==> config.mk <==
export PLATFORM = sky130hd
export DESIGN_NAME = seg_scan_ctrl
export DESIGN_NICKNAME = d
export VERILOG_FILES = /design/src/rtl/seg_scan_ctrl.sv
export SDC_FILE = /design/constraint.sdc
export NUM_CORES = 1
export LEC_CHECK = 0
export CORE_ASPECT_RATIO = 1.4
export CORE_MARGIN = 10
export CORE_UTILIZATION = 35
export DETAILED_ROUTE_END_ITERATION = 16
export PLACE_DENSITY = 0.64
export REMOVE_ABC_BUFFERS = 1
export SYNTH_ARGS = -nofsm -noshare
export SYNTH_HDL_FRONTEND = slang
export SYNTH_SLANG_ARGS = --single-unit
==> constraint.sdc <==
create_clock -name clk -period 2.6 [get_ports clk]
set_input_delay 0.26 -clock clk [delete_from_list [all_inputs] [get_ports clk]]
set_output_delay 0.26 -clock clk [all_outputs]
set_load 0.05 [all_outputs]
==> src/rtl/seg_scan_ctrl.sv <==
// Light-sensor display controller: serial binary-to-BCD conversion (shift-add-3)
// feeding a free-running 4-digit common-anode scan with leading-zero blanking.
module seg_scan_ctrl #(
  parameter int SCAN_DIV = 12000
) (
  input  logic        clk,
  input  logic        rst,
  input  logic [15:0] data_in,
  input  logic        data_valid,
  output logic        data_ready,
  output logic [3:0]  digit_code,
  output logic        digit_blank,
  output logic [3:0]  digit_sel,
  output logic        ovf
);

  // Handshake: data_in is taken on any edge where data_valid && data_ready;
  // data_ready is high only in IDLE, and nothing is queued while it is low.

  localparam int PW = (SCAN_DIV > 2) ? $clog2(SCAN_DIV) : 1;

  localparam logic [1:0] ST_IDLE = 2'd0;
  localparam logic [1:0] ST_CONV = 2'd1;
  localparam logic [1:0] ST_LOAD = 2'd2;

  logic [1:0]    state;
  logic [15:0]   shift_q;
  logic [15:0]   bcd_q;
  logic [15:0]   bcd_adj;
  logic [15:0]   disp_q;
  logic [3:0]    bit_cnt;
  logic [PW-1:0] presc;
  logic [1:0]    idx;
  logic [3:0]    blank_vec;

  assign data_ready = (state == ST_IDLE);

  always_comb begin
    bcd_adj = bcd_q;
    for (int i = 0; i < 4; i++) begin
      if (bcd_q[i*4 +: 4] >= 4'd5) bcd_adj[i*4 +: 4] = bcd_q[i*4 +: 4] + 4'd3;
    end
  end

  always_ff @(posedge clk or posedge rst) begin
    if (rst) begin
      state   <= ST_IDLE;
      shift_q <= '0;
      bcd_q   <= '0;
      bit_cnt <= '0;
      disp_q  <= '0;
      ovf     <= 1'b0;
    end else begin
      case (state)
        ST_IDLE: begin
          if (data_valid) begin
            shift_q <= (data_in > 16'd9999) ? 16'd9999 : data_in;
            ovf     <= (data_in > 16'd9999);
            bcd_q   <= '0;
            bit_cnt <= '0;
            state   <= ST_CONV;
          end
        end
        ST_CONV: begin
          bcd_q   <= {bcd_adj[14:0], shift_q[15]};
          shift_q <= {shift_q[14:0], 1'b0};
          bit_cnt <= bit_cnt + 4'd1;
          if (bit_cnt == 4'd15) state <= ST_LOAD;
        end
        ST_LOAD: begin
          // Display only changes here, so a partial conversion is never shown.
          disp_q <= bcd_q;
          state  <= ST_IDLE;
        end
        default: state <= ST_IDLE;
      endcase
    end
  end

  // Leading-zero blanking; the ones digit always shows so zero reads "0".
  always_comb begin
    blank_vec    = 4'b0000;
    blank_vec[3] = (disp_q[15:12] == 4'd0);
    blank_vec[2] = blank_vec[3] && (disp_q[11:8] == 4'd0);
    blank_vec[1] = blank_vec[2] && (disp_q[7:4] == 4'd0);
  end

  always_ff @(posedge clk or posedge rst) begin
    if (rst) begin
      presc       <= '0;
      idx         <= 2'd0;
      digit_sel   <= 4'b1110;
      digit_code  <= 4'd0;
      digit_blank <= 1'b0;
    end else begin
      if (presc == PW'(SCAN_DIV - 1)) begin
        presc <= '0;
        idx   <= idx + 2'd1;
      end else begin
        presc <= presc + PW'(1);
      end
      digit_sel   <= ~(4'b0001 << idx);
      digit_code  <= disp_q[{idx, 2'b00} +: 4];
      digit_blank <= blank_vec[idx];
    end
  end

endmodule

# Word level (Yosys, flattened, before mapping)
# Cells that the tools add are included.
# W data, S select, Z words.
dict set report op_classes {
  n_eq_ne 6
  muxes 17
  n_bitwise 1
  add_sub_neg 7
  reduce_logical 10
  shift 2
  magnitude_cmp 6
}
# cell count
set ops {}
lappend ops {{$pmux W16 S2} 2}
lappend ops {{$mux W16} 3}
lappend ops {{$ge A4 B3 Y1 const B} 4}
lappend ops {{$gt A16 B14 Y1 const B} 1}
lappend ops {{$mux W4} 4}
lappend ops {{$shiftx A16 B5 Y4} 1}
lappend ops {{$add A14 B1 Y14 const B} 1}
lappend ops {{$eq A14 B14 Y1 const B} 1}
lappend ops {{$mux W14} 1}
lappend ops {{$add A4 B2 Y4 const B} 3}
lappend ops {{$logic_not A4 Y1} 3}
lappend ops {{$pmux W4 S2} 1}
lappend ops {{$reduce_and A2 Y1} 3}
lappend ops {{$add A4 B1 Y4 const B} 1}
lappend ops {{$eq A4 B4 Y1 const B} 1}
lappend ops {{$mux W2} 2}
lappend ops {{$ne A2 B2 Y1 const B} 2}
lappend ops {{$not A4 Y4} 1}
lappend ops {{$pmux W2 S2} 1}
lappend ops {{$shl A1 B2 Y4 const A} 1}
lappend ops {{$add A3 B2 Y3 const B} 1}
lappend ops {{$lt A2 B3 Y1 const B} 1}
lappend ops {{$mux W3} 1}
lappend ops {{$add A2 B1 Y2 const B} 1}
lappend ops {{7 further kinds} 8}
dict set report totals {
  in_bits 19
  word_cells 60
  regBits 80
}

# Logic depth before layout (Yosys ltp)
# Gate-level depths: netlist of run 1.
dict set report depth {
  ltp_word 5
  ltp_mapped 6
}

# Worst setup path before layout of run 1
# Ideal clock, no wire load.
dict set report synth_timing {
  path_kind {reg-to-reg}
  from {reg state[1]}
  to {reg shift_q[13]}
  slack_ps 873
  required_time_ps 2474
  arrival_ps 1601
  path_stages_with_launch 5
  period_less_slack_ps 1727
  cell_sequence {dfrtp_1 > nor2_1 > nand2_1 > nor4_1 > o31ai_1}
}
dict set report synth_via {
  elab_chain_len 3
  word_cells_on_any_way 6
  classes_between {eq/ne (2); mux (1); reduce/logical (3)}
}
# item line
set synth_lines {}
lappend synth_lines {{start: declaration} 26} ;# logic [1:0] state;
lappend synth_lines {{start signal: assignment} 47} ;# state <= ST_IDLE;
lappend synth_lines {{start signal: assignment} 61} ;# state <= ST_CONV;
lappend synth_lines {{start signal: assignment} 68} ;# if (bit_cnt == 4'd15) state <= ST_LOAD;
lappend synth_lines {{$logic_not A2 Y1 (*)} -}
lappend synth_lines {{via data_ready} 10} ;# output logic data_ready,
lappend synth_lines {{$ne A2 B2 Y1 (no source line) / $reduce_bool A2 Y1 (equally long branches)} -}
lappend synth_lines {{$reduce_and A2 Y1 (no source line)} -}
lappend synth_lines {{end signal: assignment} 57} ;# shift_q <= (data_in > 16'd9999) ? 16'd9999 : data_in;
lappend synth_lines {{end signal: assignment} 66} ;# shift_q <= {shift_q[14:0], 1'b0};
lappend synth_lines {{end: declaration} 27} ;# logic [15:0] shift_q;
# The timed path passes the listed nets; every way through them passes the cells marked *.
# A chain may end at the register's enable or synchronous reset.

# Final worst setup path of run 1
dict set report layout_timing {
  from {reg state[1]}
  to {out data_ready}
}
dict set report layout_via {
  elab_chain_len 1
}
# item line
set layout_lines {}
lappend layout_lines {{$logic_not A2 Y1} 36} ;# assign data_ready = (state == ST_IDLE);
lappend layout_lines {{end: declaration} 10}
# No other way between the ends.

==> results of run 1 <==
==> path summary, 6_finish.rpt <==
path                             start       endpoint  slack, ps  depth (start not counted)
setup / recovery              state[1]     data_ready        530                          2
hold / removal                     rst  digit_code[1]        340                          2
setup reg to reg              state[0]     disp_q[11]        900                          2
hold reg to reg            shift_q[12]    shift_q[13]        480                          2
max in group asynchronous          rst      disp_q[5]       1580                          3
min in group clk           shift_q[12]    shift_q[13]        480                          2
==> layout make-up <==
| class | count | area [µm²] | share of cell area |
|---|---|---|---|
| Clock buffer | 10 | 229.0 | 0.05183 |
| Clock inverter | 6 | 107.6 | 0.02436 |
| Inverter | 19 | 71.32 | 0.01614 |
| Multi-Input combinational cell | 211 | 1506 | 0.3410 |
| Sequential cell | 80 | 2006 | 0.4540 |
| Tap cell | 138 | 172.7 | 0.03908 |
| Timing Repair Buffer | 32 | 325.3 | 0.07363 |
==> routing by layer <==
metal	global-route usage	wire length (µm)	vias to the layer above
li1	-	-	1211
met1	0.1139	3051	1230
met2	0.1664	3529	42
met3	0.02765	338	10
met4	0.05647	153	0
met5	0	0	-
==> metrics by stage <==
stage                     hold WS [ps]  cells
after floorplan                  387.3    310
after global placement           461.1    480
after detailed placement         470.2    480
after CTS                        367.1    496
after global routing             416.1    496
final                            338.4    496
==> cell usage in the layout, fill, tap and decap left out, types with 10 or more instances in the layout <==
cell type and count:
clkdlybuf4s50_1 29, dfrtp_1 77, nor2_1 30, ha_1 14
o22ai_1 12, inv_1 18, o21ai_0 17, xnor2_1 10
nand2_1 21
==> power by group through the flow <==
stage | sequential (µW) | combinational [µW] | clock (µW)
floorplan | 1920 | 981 | 0
global placement | 1900 | 1350 | 0
detailed placement | 1910 | 1400 | 0
CTS | 1890 | 1410 | 1440
global route | 1940 | 1560 | 1500
finish | 1890 | 1390 | 1410
==> state kept, by name (all words and copies together) (netlist names) <==
register,flops
presc,14
digit_blank,1
digit_code,4
state,2
disp_q,16
idx,2
bcd_q,16
digit_sel,4
shift_q,16
ovf,1
bit_cnt,4
==> kinds of logic after synthesis <==
logic type      Yosys count
compound gates           68
flops                    80
buf+inv                  33
xor+xnor                 19
fa+ha+maj                14
simple gates             93
mux                      17
==> impl_metrics.yaml, run 1 <==
run_status:
  status: "completed"
routing:
  first_pass_iters: 4
  wire_per_inst_um: 14.26
  drt_iter0_drc: 91
  routed_via_density: 5.026
  drtAntennaViolNets: 0
  route.vias.total: 2493
  routed_wl_um: 7072
  drcViolationCount: 0
cts:
  numCtsBuffers: 9
  cts.path.max_buffers: 2
  cts_tree: "done"
  htreeDepth: 3
  clk_pin_slew_ps: 60
  clock_latency_ps: 330
  post-cts-setup-buffers: 0
  cts_hold_buf: 0
  cts-root-buf: "clkbuf_16"
  cts_sinks: 80
  cts_resized: 0
placement:
  io_buffers: 29
  place_congestion: 0.7754
  place_area_mm2: 0.004081
  pre_cts_slack_ps: 803.1
  dp.final_hpwl_um: 5101
timing:
  relSlewSlack: 0.4370
  final-setup-viol-count: 0
  clock.fmax_ghz: 0.4842
  finClkSkew_ps: 7.753
  rsz0062_at_grt: "false"
  tightest_slew_ps: 844.5
  setup_tns_ps: 0
  min_period_ps: 2065
  slew_viol_final: 0
  setup_ws_ps: 534.5
  fin_crit_sh: 0.7944
  hold_violations: 0
power:
  pwr-share-comb: 0.296
  p_sw_frac: 0.3174
  ir_worst_vdd_v: 0.0003860
  p_per_area_mw_per_mm2: 1061
  pwr-share-seq: 0.403
  p_leak_uw: 0.001952
  p_total_uw: 4688
  p_clk_frac: 0.301
  p_sw_uw: 1488
  intPower_uw: 3200
grt:
  overflow: 0
  grt_max_degree: 51
  gr-usage-all-layers: 0.1006
  grt_pass1_wl_um: 12490
  antenna_found_initial: 0
  grt_pass1_vias: 2645
logic_synthesis:
  yosys.area_share.simple: 0.1290
  ys_types: 44
  synth_seq_cells: 80
  yosysMostFrequentCell: "dfrtp_1"
  muxShareOfSynthArea: 0.06297
  synth-async-reset-ratio: 1.000
  synth_adder_area_share: 0.04765
  ys_seq_area_frac: 0.5456
  synth_top_family_by_area: "simple AND/OR/NAND/NOR gates"
  syn_area_mm2: 0.003676
  yosysTopAreaCellShare: 0.5242
  synthXorXnorAreaFrac: 0.04527
  synth_compound_area_frac: 0.1249
  synth_edf_count: 0
  yosysTopAreaCell: "dfrtp_1"
  yosysWarnings: 0
  avgSynthCellArea_um2: 11.35
  syn_inst: 324
  ys_top_cells_by_count: "dfrtp_1, nor2_1, nand2_1"
  netlist_top_cells_area: "dfrtp_1, ha_1, nor2_1"
  synth-main-ff-cell: "dfrtp_1"
floorplan:
  rows: 44
  die_h_um: 141.3
  core_mm2: 0.01035
  die_area_mm2: 0.01506
  io_pins: 30
  die_w_um: 106.6
  start_util: 0.3552
critical_path:
  critPathCaptureType: "output port"
  cp_num_buf_inv: 1
  crit_type: "register to output port"
  required_ps: 2340
  cp-start-kind: "register"
  arrival_ps: 1810
  cp_top_family: "buffers and inverters"
  crit_chain: "nor2_1 -> clkdlybuf4s50_1"
  slowest_stage: "clkdlybuf4s50_1"
  critPathMaxFanout: 7
  max_stage_delay_ps: 830
layout:
  final_util: 0.4269
  final_cell_area_mm2: 0.004418
  layout-drive-gt1-share: 0.1313
  antennaDiodeCount: 0
  area_delta_synth_final_pct: 20.18
  final_nets: 386
  n_fill_cell: 998
job:
  maxCapViolations: 0
worst_hold_path:
  worstHoldPathType: "primary input to async pin"
Note: power is estimated with default switching activity, not from simulation.
==> run 2, diff against run 1 <==
==> constraint.sdc (replaced) <==
create_clock -name clk -period 1.97 [get_ports clk]
set_input_delay 0.197 -clock clk [delete_from_list [all_inputs] [get_ports clk]]
set_output_delay 0.197 -clock clk [all_outputs]
set_load 0.05 [all_outputs]
==> impl_metrics.yaml, run 2 (synthesis results as in run 1) <==
run_status:
  status: "completed"
critical_path:
  crit_chain: "clkdlybuf4s50_1"
  cp_num_buf_inv: 1
  cp_top_family: "buffers and inverters"
  max_stage_delay_ps: 790
  slowest_stage: "clkdlybuf4s50_1"
  required_ps: 1770
  critPathMaxFanout: 1
  cp-start-kind: "register"
  critPathCaptureType: "output port"
  crit_type: "register to output port"
  arrival_ps: 1630
layout:
  n_fill_cell: 1013
  final_nets: 395
  layout-drive-gt1-share: 0.1557
  final_cell_area_mm2: 0.004489
  reg.largest.list: "bcd_q (16), disp_q (16), shift_q (16)"
  fin_cells: 504
  area_delta_synth_final_pct: 22.12
  layout_common_cells: "dfrtp_1, nor2_1, clkdlybuf4s50_1, nand2_1, inv_1"
  antennaDiodeCount: 0
  layout_commonest_cell: "dfrtp_1"
grt:
  grt_max_degree: 81
  grt_pass1_vias: 2533
  overflow: 0
  antenna_found_initial: 0
  grt_pass1_wl_um: 12360
  gr-usage-all-layers: 0.09987
routing:
  drcViolationCount: 0
  routed_via_density: 4.986
  drtAntennaViolNets: 0
  first_pass_iters: 4
  wire_per_inst_um: 14.19
  routed_wl_um: 7154
  route.vias.total: 2513
  drt_iter0_drc: 126
cts:
  clk_pin_slew_ps: 60
  cts_tree: "done"
  htreeDepth: 3
  clock_latency_ps: 330
  cts-root-buf: "clkbuf_16"
  numCtsBuffers: 9
  cts_resized: 0
  cts.path.max_buffers: 2
  post-cts-setup-buffers: 0
  cts_sinks: 80
  cts_hold_buf: 0
timing:
  finClkSkew_ps: 8.406
  fin_crit_sh: 0.9262
  slew_viol_final: 0
  hold_violations: 0
  rsz0062_at_grt: "false"
  clock.fmax_ghz: 0.5480
  setup_ws_ps: 145.3
  setup_tns_ps: 0
  relSlewSlack: 0.6380
  min_period_ps: 1825
  tightest_slew_ps: 543.0
  final-setup-viol-count: 0
floorplan:
  die_h_um: 141.3
  core_mm2: 0.01035
  io_pins: 30
  rows: 44
  die_w_um: 106.6
  start_util: 0.3552
  die_area_mm2: 0.01506
power:
  p_leak_uw: 0.002004
  p_total_uw: 6273
  ir_worst_vdd_v: 0.0007423
  p_per_area_mw_per_mm2: 1397
worst_hold_path:
  worstHoldPathType: "primary input to async pin"
placement:
  pre_cts_slack_ps: 248.3
  dp.final_hpwl_um: 5144
  place_congestion: 0.7926
  dp_cells: 489
  io_buffers: 29
  place_area_mm2: 0.004146
job:
  maxCapViolations: 0
==> run 2: report_power, final <==
| part | switching, µW | total [µW] | internal (µW) | leakage [µW] |
|---|---|---|---|---|
| Sequential | 365 | 2500 | 2130 | 0.00102 |
| Clock | 645 | 1910 | 1270 | 0.000169 |
| Combinational | 967 | 1860 | 896 | 0.000816 |
==> run 2: layer usage <==
layer | vias up | share of wire | track usage
met4 | 0 | 0.015 | 0.04074
met1 | 1239 | 0.44 | 0.1197
met3 | 8 | 0.044 | 0.03128
met5 | - | 0 | 0
li1 | 1225 | - | -
met2 | 41 | 0.50 | 0.1619
==> run 2: worst min-delay path, stage by stage <==
cell and delay (ps):
clkdlybuf4s50_1 420, inv_2 70, buf_12 340
==> run 2: through the flow <==
| stage | util | hold WS, ps |
|---|---|---|
| finish | 0.4338 | 277.5 |
| global route | 0.4338 | 328.2 |
| CTS | 0.4338 | 314.4 |
| detailed placement | 0.4006 | 467.5 |
| global placement | 0.4006 | 466.8 |
| floorplan | - | 324.3 |
==> run 2: final timing paths <==
| kind | from | to | slack [ps] | cells past startpoint |
|---|---|---|---|---|
| max | digit_sel[1] | digit_sel[1] | 150 | 1 |
| min | rst | digit_code[1] | 280 | 3 |
| max reg2reg | presc[0] | idx[1] | 380 | 4 |
| min reg2reg | bit_cnt[3] | bit_cnt[3] | 490 | 1 |
| max in group asynchronous | rst | digit_sel[2] | 1340 | 3 |
| min in group clk | data_in[7] | shift_q[7] | 440 | 3 |
==> run 2: cell type report <==
cell class | instances | area [µm²] | share of cell area
Clock buffer | 10 | 239.0 | 0.05323
Clock inverter | 5 | 103.9 | 0.02313
Inverter | 19 | 71.32 | 0.01589
Multi-Input combinational cell | 211 | 1506 | 0.3356
Sequential cell | 80 | 2006 | 0.4468
Tap cell | 138 | 172.7 | 0.03846
Timing Repair Buffer | 41 | 390.4 | 0.08696
